==> config.mk <==
export PLATFORM = sky130hd
export DESIGN_NAME = caesar_sequencer
export DESIGN_NICKNAME = d
export VERILOG_FILES = /design/src/rtl/caesar_sequencer.sv
export SDC_FILE = /design/constraint.sdc
export NUM_CORES = 1
export LEC_CHECK = 0
export ABC_AREA = 1
export BUFFER_PORTS_ARGS = -buffer_cell sky130_fd_sc_hd__clkbuf_2
export CORE_MARGIN = 4
export CORE_UTILIZATION = 40
export DETAILED_ROUTE_END_ITERATION = 6
export PLACE_DENSITY_LB_ADDON = 0.25
export RECOVER_POWER = 50
export SYNTH_ARGS = -nofsm -noshare
export SYNTH_HDL_FRONTEND = slang
export SYNTH_SLANG_ARGS = --single-unit
==> constraint.sdc <==
create_clock -name CLOCK_50 -period 1.65 [get_ports CLOCK_50]
set_clock_uncertainty 0.05 [all_clocks]
set_input_delay 0.0825 -clock CLOCK_50 [delete_from_list [all_inputs] [get_ports CLOCK_50]]
set_output_delay 0.0825 -clock CLOCK_50 [all_outputs]
set_load 0.01 [all_outputs]
==> src/rtl/caesar_sequencer.sv <==
// Sequencer for the combinational Caesar datapath: owns the plaintext
// counter and committed key/mode, then captures and range-checks results.
module caesar_sequencer #(
    parameter int MOD    = 26,
    parameter int DATA_W = 6,
    parameter int KEY_W  = 5,
    parameter int PASS_W = 8
) (
    input  logic              CLOCK_50,
    input  logic              rst,
    input  logic              tick,
    input  logic              start,
    input  logic              step,
    input  logic [KEY_W-1:0]  key_in,
    input  logic              mode_in,
    input  logic [DATA_W-1:0] res_in,
    output logic [DATA_W-1:0] pt_out,
    output logic [DATA_W-1:0] key_out,
    output logic              mode_out,
    output logic [DATA_W-1:0] res_out,
    output logic              res_valid,
    output logic [PASS_W-1:0] pass_cnt,
    output logic              overrun,
    output logic              err
);

    localparam logic [DATA_W-1:0] LAST = DATA_W'(MOD - 1);

    typedef enum logic [2:0] {
        IDLE,
        APPLY,
        ISSUE,
        CAPTURE,
        WAIT
    } state_t;

    state_t state;
    state_t next_state;

    logic [DATA_W-1:0] key_ext;
    logic [DATA_W-1:0] key_c;
    logic              adv_ev;
    logic              adv;
    logic              apply_en;
    logic              cap_en;
    logic              ovr_set;
    logic              busy;

    // Captured result is staged one cycle before it reaches the outputs
    logic              cap_pend;
    logic              cap_bad;
    logic [DATA_W-1:0] cap_data;

    assign key_ext = DATA_W'(key_in);
    assign key_c   = (key_ext > LAST) ? LAST : key_ext;
    assign adv_ev  = (start & tick) | (~start & step);
    assign busy    = (state == APPLY) || (state == ISSUE) ||
                     (state == CAPTURE);
    assign ovr_set = start & tick & busy;

    always_ff @(posedge CLOCK_50 or negedge rst) begin
        if (!rst) begin
            state <= IDLE;
        end else begin
            state <= next_state;
        end
    end

    always_comb begin
        next_state = state;
        adv        = 1'b0;
        apply_en   = 1'b0;
        cap_en     = 1'b0;
        unique case (state)
            IDLE: begin
                if (start || step) begin
                    next_state = APPLY;
                end
            end
            APPLY: begin
                apply_en   = 1'b1;
                next_state = ISSUE;
            end
            ISSUE: begin
                next_state = CAPTURE;
            end
            CAPTURE: begin
                cap_en     = 1'b1;
                next_state = WAIT;
            end
            WAIT: begin
                if (adv_ev) begin
                    adv = 1'b1;
                    if (key_c != key_out || mode_in != mode_out) begin
                        next_state = APPLY;
                    end else begin
                        next_state = ISSUE;
                    end
                end
            end
            default: begin
                next_state = IDLE;
            end
        endcase
    end

    always_ff @(posedge CLOCK_50 or negedge rst) begin
        if (!rst) begin
            pt_out    <= '0;
            key_out   <= '0;
            mode_out  <= 1'b0;
            res_out   <= '0;
            res_valid <= 1'b0;
            pass_cnt  <= '0;
            overrun   <= 1'b0;
            err       <= 1'b0;
            cap_pend  <= 1'b0;
            cap_bad   <= 1'b0;
            cap_data  <= '0;
        end else begin
            cap_pend  <= cap_en;
            res_valid <= cap_pend;
            if (cap_en) begin
                cap_bad  <= (res_in > LAST);
                cap_data <= (res_in > LAST) ? '0 : res_in;
            end
            if (cap_pend) begin
                res_out <= cap_data;
                if (cap_bad) begin
                    err <= 1'b1;
                end
            end
            if (apply_en) begin
                key_out  <= key_c;
                mode_out <= mode_in;
            end
            if (adv) begin
                if (pt_out == LAST) begin
                    pt_out   <= '0;
                    pass_cnt <= pass_cnt + PASS_W'(1);
                end else begin
                    pt_out <= pt_out + DATA_W'(1);
                end
            end
            if (ovr_set) begin
                overrun <= 1'b1;
            end
        end
    end

endmodule

Word-level counts from Yosys, hierarchy flattened
Cells that the tools add are included.

word-level totals
  flip-flop bits (word level) = 41
  input bits = 17
  output and inout bits = 30
  word-level logic and storage cells = 49

operators by class
  add/sub/neg operators = 2
  magnitude comparators = 2
  eq/ne operators = 9
  multiplexer cells = 11
  bitwise operators = 5
  reductions and logical operators = 8

operator list
  kind                                                                             count
  3-bit one-hot mux with 5 select lines                                            1
  6-bit 2-to-1 mux                                                                 2
  8-bit by 1-bit adder with 8-bit output, second input constant                    1
  6-bit by 1-bit adder with 6-bit output, second input constant                    1
  3-bit by 2-bit == test with 1-bit output, second input constant                  2
  6-bit by 5-bit == test with 1-bit output, second input constant                  1
  6-bit by 5-bit greater-than comparator with 1-bit output, second input constant  1
  3-bit 2-to-1 mux                                                                 2
  5-bit by 6-bit inequality test with 1-bit output                                 1
  2-bit AND reduction                                                              3
  5-bit greater-than comparator, second input constant                             1
  5-bit 2-to-1 mux                                                                 1
  1-bit logical OR                                                                 4
  1-bit 2-to-1 mux                                                                 4
  2-bit inequality test, second input constant                                     2
  1-bit bitwise AND                                                                3
  3-bit by 1-bit == test with 1-bit output, second input constant                  1
  3-bit == test, second input constant                                             1
  3-bit zero test                                                                  1
  2-bit 2-to-1 mux                                                                 1
  1-bit inequality test                                                            1
  1-bit inverter                                                                   1
  1-bit bitwise OR                                                                 1

Logic depth before layout (Yosys ltp)
Gate-level depths: netlist of run 1.

  depth after elaboration = 7
  mapped depth = 9
  gate-level depth less buffers = 9

Least setup slack after synthesis of run 1
No wires, ideal clock.

  kind = register -> register
  start point = reg pt_out[1]
  end point = reg pass_cnt[5]
  library setup time = 0.123 ns
  arrival time = 1.318 ns
  required time = 1.477 ns
  setup slack = 0.159 ns
  cell stages (with the launch flop) = 9
  buffers on the path = 0
  period minus slack after synthesis = 1.491 ns
  cells stage by stage = dfrtp_1 inv_1 ha_1 nand2_1 nor2_1 nand3_2 nor2_8 nand3b_1 xor2_1

on the way
  word-level cells in the longest chain between the ends = 2

RTL lines
  item                                      RTL line  text
  start, declared                           17        output logic [DATA_W-1:0] pt_out,
  start signal, assigned                    142       pt_out <= pt_out + DATA_W'(1);
  6-bit by 5-bit == test with 1-bit output  138       if (pt_out == LAST) begin
  2-bit AND reduction (no line)             --
  end signal, assigned                      140       pass_cnt <= pass_cnt + PASS_W'(1);
  end, declared                             22        output logic [PASS_W-1:0] pass_cnt,

Every way passes these cells.
A chain may end at the register's enable or synchronous reset.

Worst setup path after layout of run 1
  start point = reg pt_out[1]
  end point = reg pass_cnt[4]

The elaborated chain is that of the path after synthesis.

==> flow_metrics.tcl, run 1 <==
set metrics [dict create \
    status "finished clean" \
    synth_cell_type_count 31 \
    p_sw_mw 1.29 \
    rrSetupSlack_ns 0.13 \
    synth.most_common_cell "nand2_1" \
    max_stage_delay_ns 0.39 \
    place_congestion 0.767 \
    core_um2 4440 \
    swShare_pct 35.6 \
    drt_iter0_markers 69 \
    cap_violations 0 \
    grt_max_degree 23 \
    startpoint_type "flip-flop" \
    drtPass1Iterations 4 \
    antenna_found_initial 0 \
    synth_top_area_share_pct 53.5 \
    ys.warnings.count 0 \
    hold_depth 2 \
    netlist_instances 201 \
    crit_required_ns 1.82 \
    path_clk_slew_ns 0.08 \
    synth_edf_count 0 \
    slew_headroom_pct 24.8 \
    cts_root_buf "clkbuf_8" \
    die-height_um 76.4 \
    yosys.area.top_type "dfrtp_1" \
    cts_htree_levels 2 \
    worstPathArrival_ns 1.69 \
    fp.dieW_um 76.4 \
    routed_wirelength_um 3660 \
    drv_slew 0 \
    io_pins 47 \
    syn_area_per_cell_um2 9.31 \
    fin_crit_sh_pct 92.2 \
    powerDensity_nw_per_um2 1510 \
    seqPwrFrac_pct 43.3 \
    tns_ns 0 \
    via_count 1511 \
    seq_area_frac_synth_pct 53.5 \
    yosys_most_used_dff "dfrtp_1" \
    fin_util_pct 54.1 \
    pwr-share-clk_pct 22.6 \
    final_layout_size_suffix_gt1_share_pct 26.7 \
    grt_setup_unrepaired "no" \
    synth_area_leaders "dfrtp_1 (54%), nand2_1 (8.8%), inv_1 (5.4%)" \
    path_buf_inv 1 \
    cts_made_buffers 5 \
    grt_pass1_wl_um 6490 \
    final_hold_viol_count 0 \
    ir_worst_vdd_uv 741 \
    period_minus_slack_ns 1.52 \
    cpMaxStageDelayCell "dfrtp_1" \
    hold_path.class "input port to flip-flop" \
    critPathKind "flip-flop to flip-flop" \
    syn-num-nets 221 \
    initial_utilization_pct 42.1 \
    path_cells "inv_1, ha_1, nand2_1, nor2_1, nand3_2, nor2_8, nand2_4, nor2_2, xor2_1" \
    grt_overflow 0 \
    area_delta_synth_final_pct 28.6 \
    p_leak_nw 1.32 \
    layout.nets 285 \
    combinationalPowerShare_pct 34.1 \
    rows 24 \
    drtAntennaViolNets 0 \
    cts_resized 0 \
    ys_async_sr_fraction_pct 100 \
    crit_family "simple AND/OR/NAND/NOR gates" \
    worstMarginPinSlew_ns 1.13 \
    setup_viol 0 \
    drc 0 \
    clockBufferDepth 2 \
    grt_use_total_pct 14.0 \
    post_drt_via_cell_ratio 4.75 \
    endpoint_kind "flip-flop" \
    fmax_mhz 657 \
    place_hpwl_um 2680 \
    r2r_cells 9 \
    cts_tree "yes" \
    antenna_cells 0 \
    grt_pass1_vias 1446 \
    syn_area_um2 1870 \
    p_int_mw 2.33 \
    clkLatencyLatePin_ns 0.30 \
    wl_per_cell_um 11.5 \
    clock_sinks 40 \
    cp.depth 9 \
    synth_seq_cells 40 \
    die_area_um2 5830 \
    synth_common_cells "nand2_1 (44), dfrtp_1 (40), inv_1 (27), nor2_1 (13), nand3_1 (11)" \
    portBuffers 45 \
    cp_max_fo 7 \
]
[layout by cell type, fill, tap and decap left out]
cell type,synthesis,routed
a22o_1,5,5
nor2_1,13,13
nand2_2,1,1
clkinv_2,1,1
a21oi_1,8,8
bufinv_16,0,1
dlygate4sd3_1,0,10
buf_12,0,1
nand3_2,1,1
buf_4,1,4
clkinv_4,0,2
or2_4,1,1
nand2_4,2,2
mux2_2,6,6
nand4_1,1,1
xnor2_1,3,3
ha_1,3,3
nor2_2,2,2
o211ai_1,1,1
nor2_8,1,1
nand3_1,11,11
nand2_1,44,44
inv_1,27,27
o22ai_1,2,2
clkbuf_2,0,40
o21ai_0,8,8
a21o_1,1,1
o21bai_1,1,1
dfrtp_1,40,40
clkbuf_1,2,5
nor2_4,1,1
clkbuf_8,0,5
nor3_1,4,4
xor2_1,6,6
conb_1,1,1
inv_2,2,2
nand3b_1,1,1
[flip-flops by register name (all words and copies together) (netlist names)]
register,cells
mode_out,1
res_out,6
cap_data,6
pt_out,6
pass_cnt,8
err,1
cap_bad,1
cap_pend,1
res_valid,1
key_out,5
overrun,1
state,3
[power groups by stage]
stage	registers, mW	logic (mW)	clock network [mW]
floorplan	1.63	0.713	0
global placement	1.59	1.20	0
detailed placement	1.59	1.23	0
CTS	1.58	1.25	0.848
global route	1.63	1.41	0.900
finish	1.57	1.24	0.820
[cells by family after synthesis]
group           share of synthesized area (%)
xor+xnor                                 4.21
mux                                      3.61
simple gates                             21.1
flops                                    53.5
fa+ha+maj                                2.01
buf+inv                                  6.89
other cells                             0.200
compound gates                           8.50
[worst paths after layout]
kind                           start          end
max in group asynchronous        rst    res_valid
min reg2reg                      err          err
max                        pt_out[1]  pass_cnt[4]
min in group asynchronous        rst   res_out[3]
min                        key_in[3]   key_out[3]
max reg2reg                pt_out[1]  pass_cnt[4]
[area by class of cell]
cell class	instances	area, um2
Clock buffer	5	68.8
Clock inverter	3	47.5
Fill cell	410	2040
Inverter	30	114
Multi-Input combinational cell	128	741
Sequential cell	40	1000
Tap cell	52	65.1
Timing Repair Buffer	60	369
[layer usage]
metal,track usage [%],vias up,share of wire (%)
met1,17.2,700,47
met2,22.8,34,46
met5,0,-,0
met3,4.73,5,5.4
met4,4.89,0,1.4
li1,-,772,-
[repair_timing]
action | 4_1_cts | 5_1_grt
setup buffers | 0 | 2
hold buffers | 10 | 0
endpoints found under the hold margin | 26 | 0
setup endpoints to repair | 0 | 4
[per-stage QoR]
stage | setup slack [ns] | total power, mW | hold WS (ns) | cell area [um2] | std cells
2_1_floorplan | 0.159 | 2.35 | -0.263 | 1870 | 201
3_3_place_gp | 0.155 | 2.79 | 0.0315 | 2180 | 298
3_5_place_dp | 0.121 | 2.82 | 0.0392 | 2180 | 298
4_1_cts | 0.0975 | 3.67 | 0.00641 | 2400 | 316
5_1_grt | 0.000748 | 3.94 | 0.00894 | 2410 | 318
6_report | 0.129 | 3.62 | 0.0179 | 2410 | 318
Power figures use the tool's default switching activity.
==> run 2: changes to the inputs <==
Settings changed: ABC_AREA 1 to 0, CORE_UTILIZATION 40 to 52.
==> flow_metrics.tcl, run 2 <==
set metrics [dict create \
    drtAntennaViolNets 0 \
    critPathKind "flip-flop to flip-flop" \
    worstPathArrival_ns 1.92 \
    synth_top_family_by_area "simple AND/OR/NAND/NOR gates" \
    final_layout_size_suffix_gt1_share_pct 41.5 \
    endpoint_kind "flip-flop" \
    clkLatencyLatePin_ns 0.34 \
    met3_usage_pct 4.22 \
    regMostFlops "pass_cnt" \
    powerDensity_nw_per_um2 1370 \
    path_cells "inv_2, ha_4, nand4b_1, buf_4, or2_4, nor4_4, xor2_1" \
    synth_top_area_share_pct 55.2 \
    placed_area_um2 2190 \
    grt_pass1_wl_um 6450 \
    max_stage_delay_ns 0.41 \
    grt_util_met1_pct 22.1 \
    cts_root_buf "clkbuf_4" \
    final_hold_viol_count 0 \
    busiest_layer "met2" \
    antenna_cells 0 \
    wl_per_cell_um 15.1 \
    grt_use_total_pct 19.3 \
    place_congestion 0.817 \
    setup_viol 6 \
    cp_max_fo 7 \
    largest_reg_flops 8 \
    synth_seq_cells 40 \
    cts_htree_levels 2 \
    final_common_cell "clkbuf_2" \
    synth_xor_area_share_pct 5.80 \
    status "finished with violations" \
    synth.most_common_cell "dfrtp_1" \
    worstMarginPinSlew_ns 0.958 \
    drc 0 \
    synth_compound_area_share_pct 11.9 \
    synth_common_cells "dfrtp_1 (40), mux2_2 (10), nand2_1 (10), inv_1 (8)" \
    hold_path.class "input port to flip-flop" \
    hold_slack_ns 0.0173 \
    rows 21 \
    grt_pass1_vias 1450 \
    design_area_um2 2510 \
    core_um2 3360 \
    slew_headroom_pct 36.1 \
    syn-num-nets 173 \
    syn_area_per_cell_um2 11.8 \
    startpoint_type "flip-flop" \
    place_hpwl_um 2820 \
    die-height_um 67.0 \
    io_pins 47 \
    yosys_most_used_dff "dfrtp_1" \
    synth_area_leaders "dfrtp_1 (55%), mux2_2 (6.2%), a22o_1 (2.9%)" \
    yosys.area.top_type "dfrtp_1" \
    layout_setup_ws_ns -0.0443 \
    cts_made_buffers 5 \
    area_delta_synth_final_pct 38.6 \
    seq_area_frac_synth_pct 55.2 \
    routed_wirelength_um 4220 \
    grt_max_degree 41 \
    clockBufferDepth 2 \
    layout.nets 253 \
    grt_setup_unrepaired "yes" \
    ys_async_sr_fraction_pct 100 \
    drv_slew 0 \
    fill_cells 249 \
    failed_checks "negative setup slack" \
    post_drt_via_cell_ratio 5.40 \
    grtUsageMet2_pct 34.8 \
    crit_required_ns 1.87 \
    clock_sinks 40 \
    final_cell_mix "clkbuf_2 (41), dfrtp_1 (40), buf_4 (21), dlygate4sd3_1 (12), nand2_1 (10)" \
    grt_overflow 0 \
    portBuffers 45 \
    synthAdderAreaFrac_pct 2.07 \
    synth_edf_count 0 \
    netlist_instances 153 \
    fin_crit_sh_pct 103 \
    fmax_mhz 590 \
    ys.warnings.count 0 \
    drtPass1Iterations 4 \
    p_leak_nw 1.25 \
    ir_worst_vdd_uv 724 \
    drt_iter0_markers 73 \
    cts_tree "yes" \
    synth-simple-area-share_pct 13.7 \
    cap_violations 0 \
    initial_utilization_pct 53.9 \
    antenna_found_initial 0 \
    synth_cell_type_count 45 \
    cpMaxStageDelayCell "dfrtp_1" \
    synth_mux_area_share_pct 7.38 \
    fp.dieW_um 67.0 \
    path_clk_slew_ns 0.12 \
    via_count 1512 \
    syn_area_um2 1810 \
    die_area_um2 4500 \
    period_minus_slack_ns 1.69 \
]
run 2: changes by cell type in the layout (fill, tap and decap cells not counted), moves of 5 or more:
cell and change:
nand2_1 -34, clkbuf_4 +5, buf_4 +17, inv_1 -20
nor2_1 -10, nand3_1 -6
run 2: worst max-delay path: cells and delay by family (launching register included):
family,cells,cell delay (ns)
XOR/XNOR,1,0.18
buffers and inverters,2,0.28
AND/OR/NAND/NOR,3,0.61
flip-flops,1,0.41
adder cells (fa/ha/maj),1,0.11
run 2: layout make-up:
class / instances / area [um2] / share of cell area (%)
well taps: 46 / 57.6 / 2.29
clock buffers: 6 / 51.3 / 2.04
repair buffers: 79 / 502 / 20.0
multi-input cells: 99 / 856 / 34.1
inverters: 8 / 30.0 / 1.20
flip-flops and latches: 40 / 1000 / 39.8
clock inverters: 2 / 15.0 / 0.598
run 2: report_power, final:
group	internal [mW]	switching, mW	total (mW)
registers	1.25	0.212	1.47
logic	0.770	0.688	1.46
clock network	0.207	0.320	0.527
total	2.23	1.22	3.45
run 2: logic make-up after synthesis:
group	Yosys count
buffers and inverters	14
DFF	40
and+or+nand+nor	41
xor gates and xnor gates	12
adders and majority gates	3
AOI/OAI and AO/OA	30
muxes	12
other	1
run 2: metrics by stage:
| step | util, % | setup TNS [ns] | power, mW | setup WS, ns | cells |
|---|---|---|---|---|---|
| finish | 74.7 | -0.152 | 3.45 | -0.0443 | 280 |
| CTS | 71.9 | -0.0279 | 3.30 | -0.0185 | 277 |
| detailed placement | 65.3 | -0.190 | 2.70 | -0.0533 | 254 |
| floorplan | - | -0.0779 | 2.22 | -0.0656 | 153 |
| global route | 74.7 | -1.14 | 3.68 | -0.165 | 280 |
| global placement | 65.3 | 0 | 2.63 | 0.00000633 | 254 |
run 2: routing by layer:
layer  routed length (um)  vias to the layer above
met5                    0                        -
li1                     -                      708
met2                 2230                       61
met4                   98                        0
met1                 1670                      724
met3                  214                       19
run 2: repair_timing:
item	4_1_cts	5_1_grt
resized for setup	5	14
setup endpoints to repair	10	11
pin swaps	1	9
buffers inserted	3	3
hold buffers	12	0
endpoints found under the hold margin	50	0
run 2: path summary, 6_finish.rpt:
check | startpoint | slack, ns | depth (start not counted) | endpoint
setup / recovery | pt_out[1] | -0.04 | 7 | pass_cnt[5]
hold / removal | key_in[3] | 0.02 | 2 | key_out[3]
setup reg to reg | pt_out[1] | -0.04 | 7 | pass_cnt[5]
hold reg to reg | err | 0.42 | 1 | err
max in group asynchronous | rst | 0.50 | 3 | key_out[3]
min in group asynchronous | rst | 0.46 | 3 | cap_data[4]
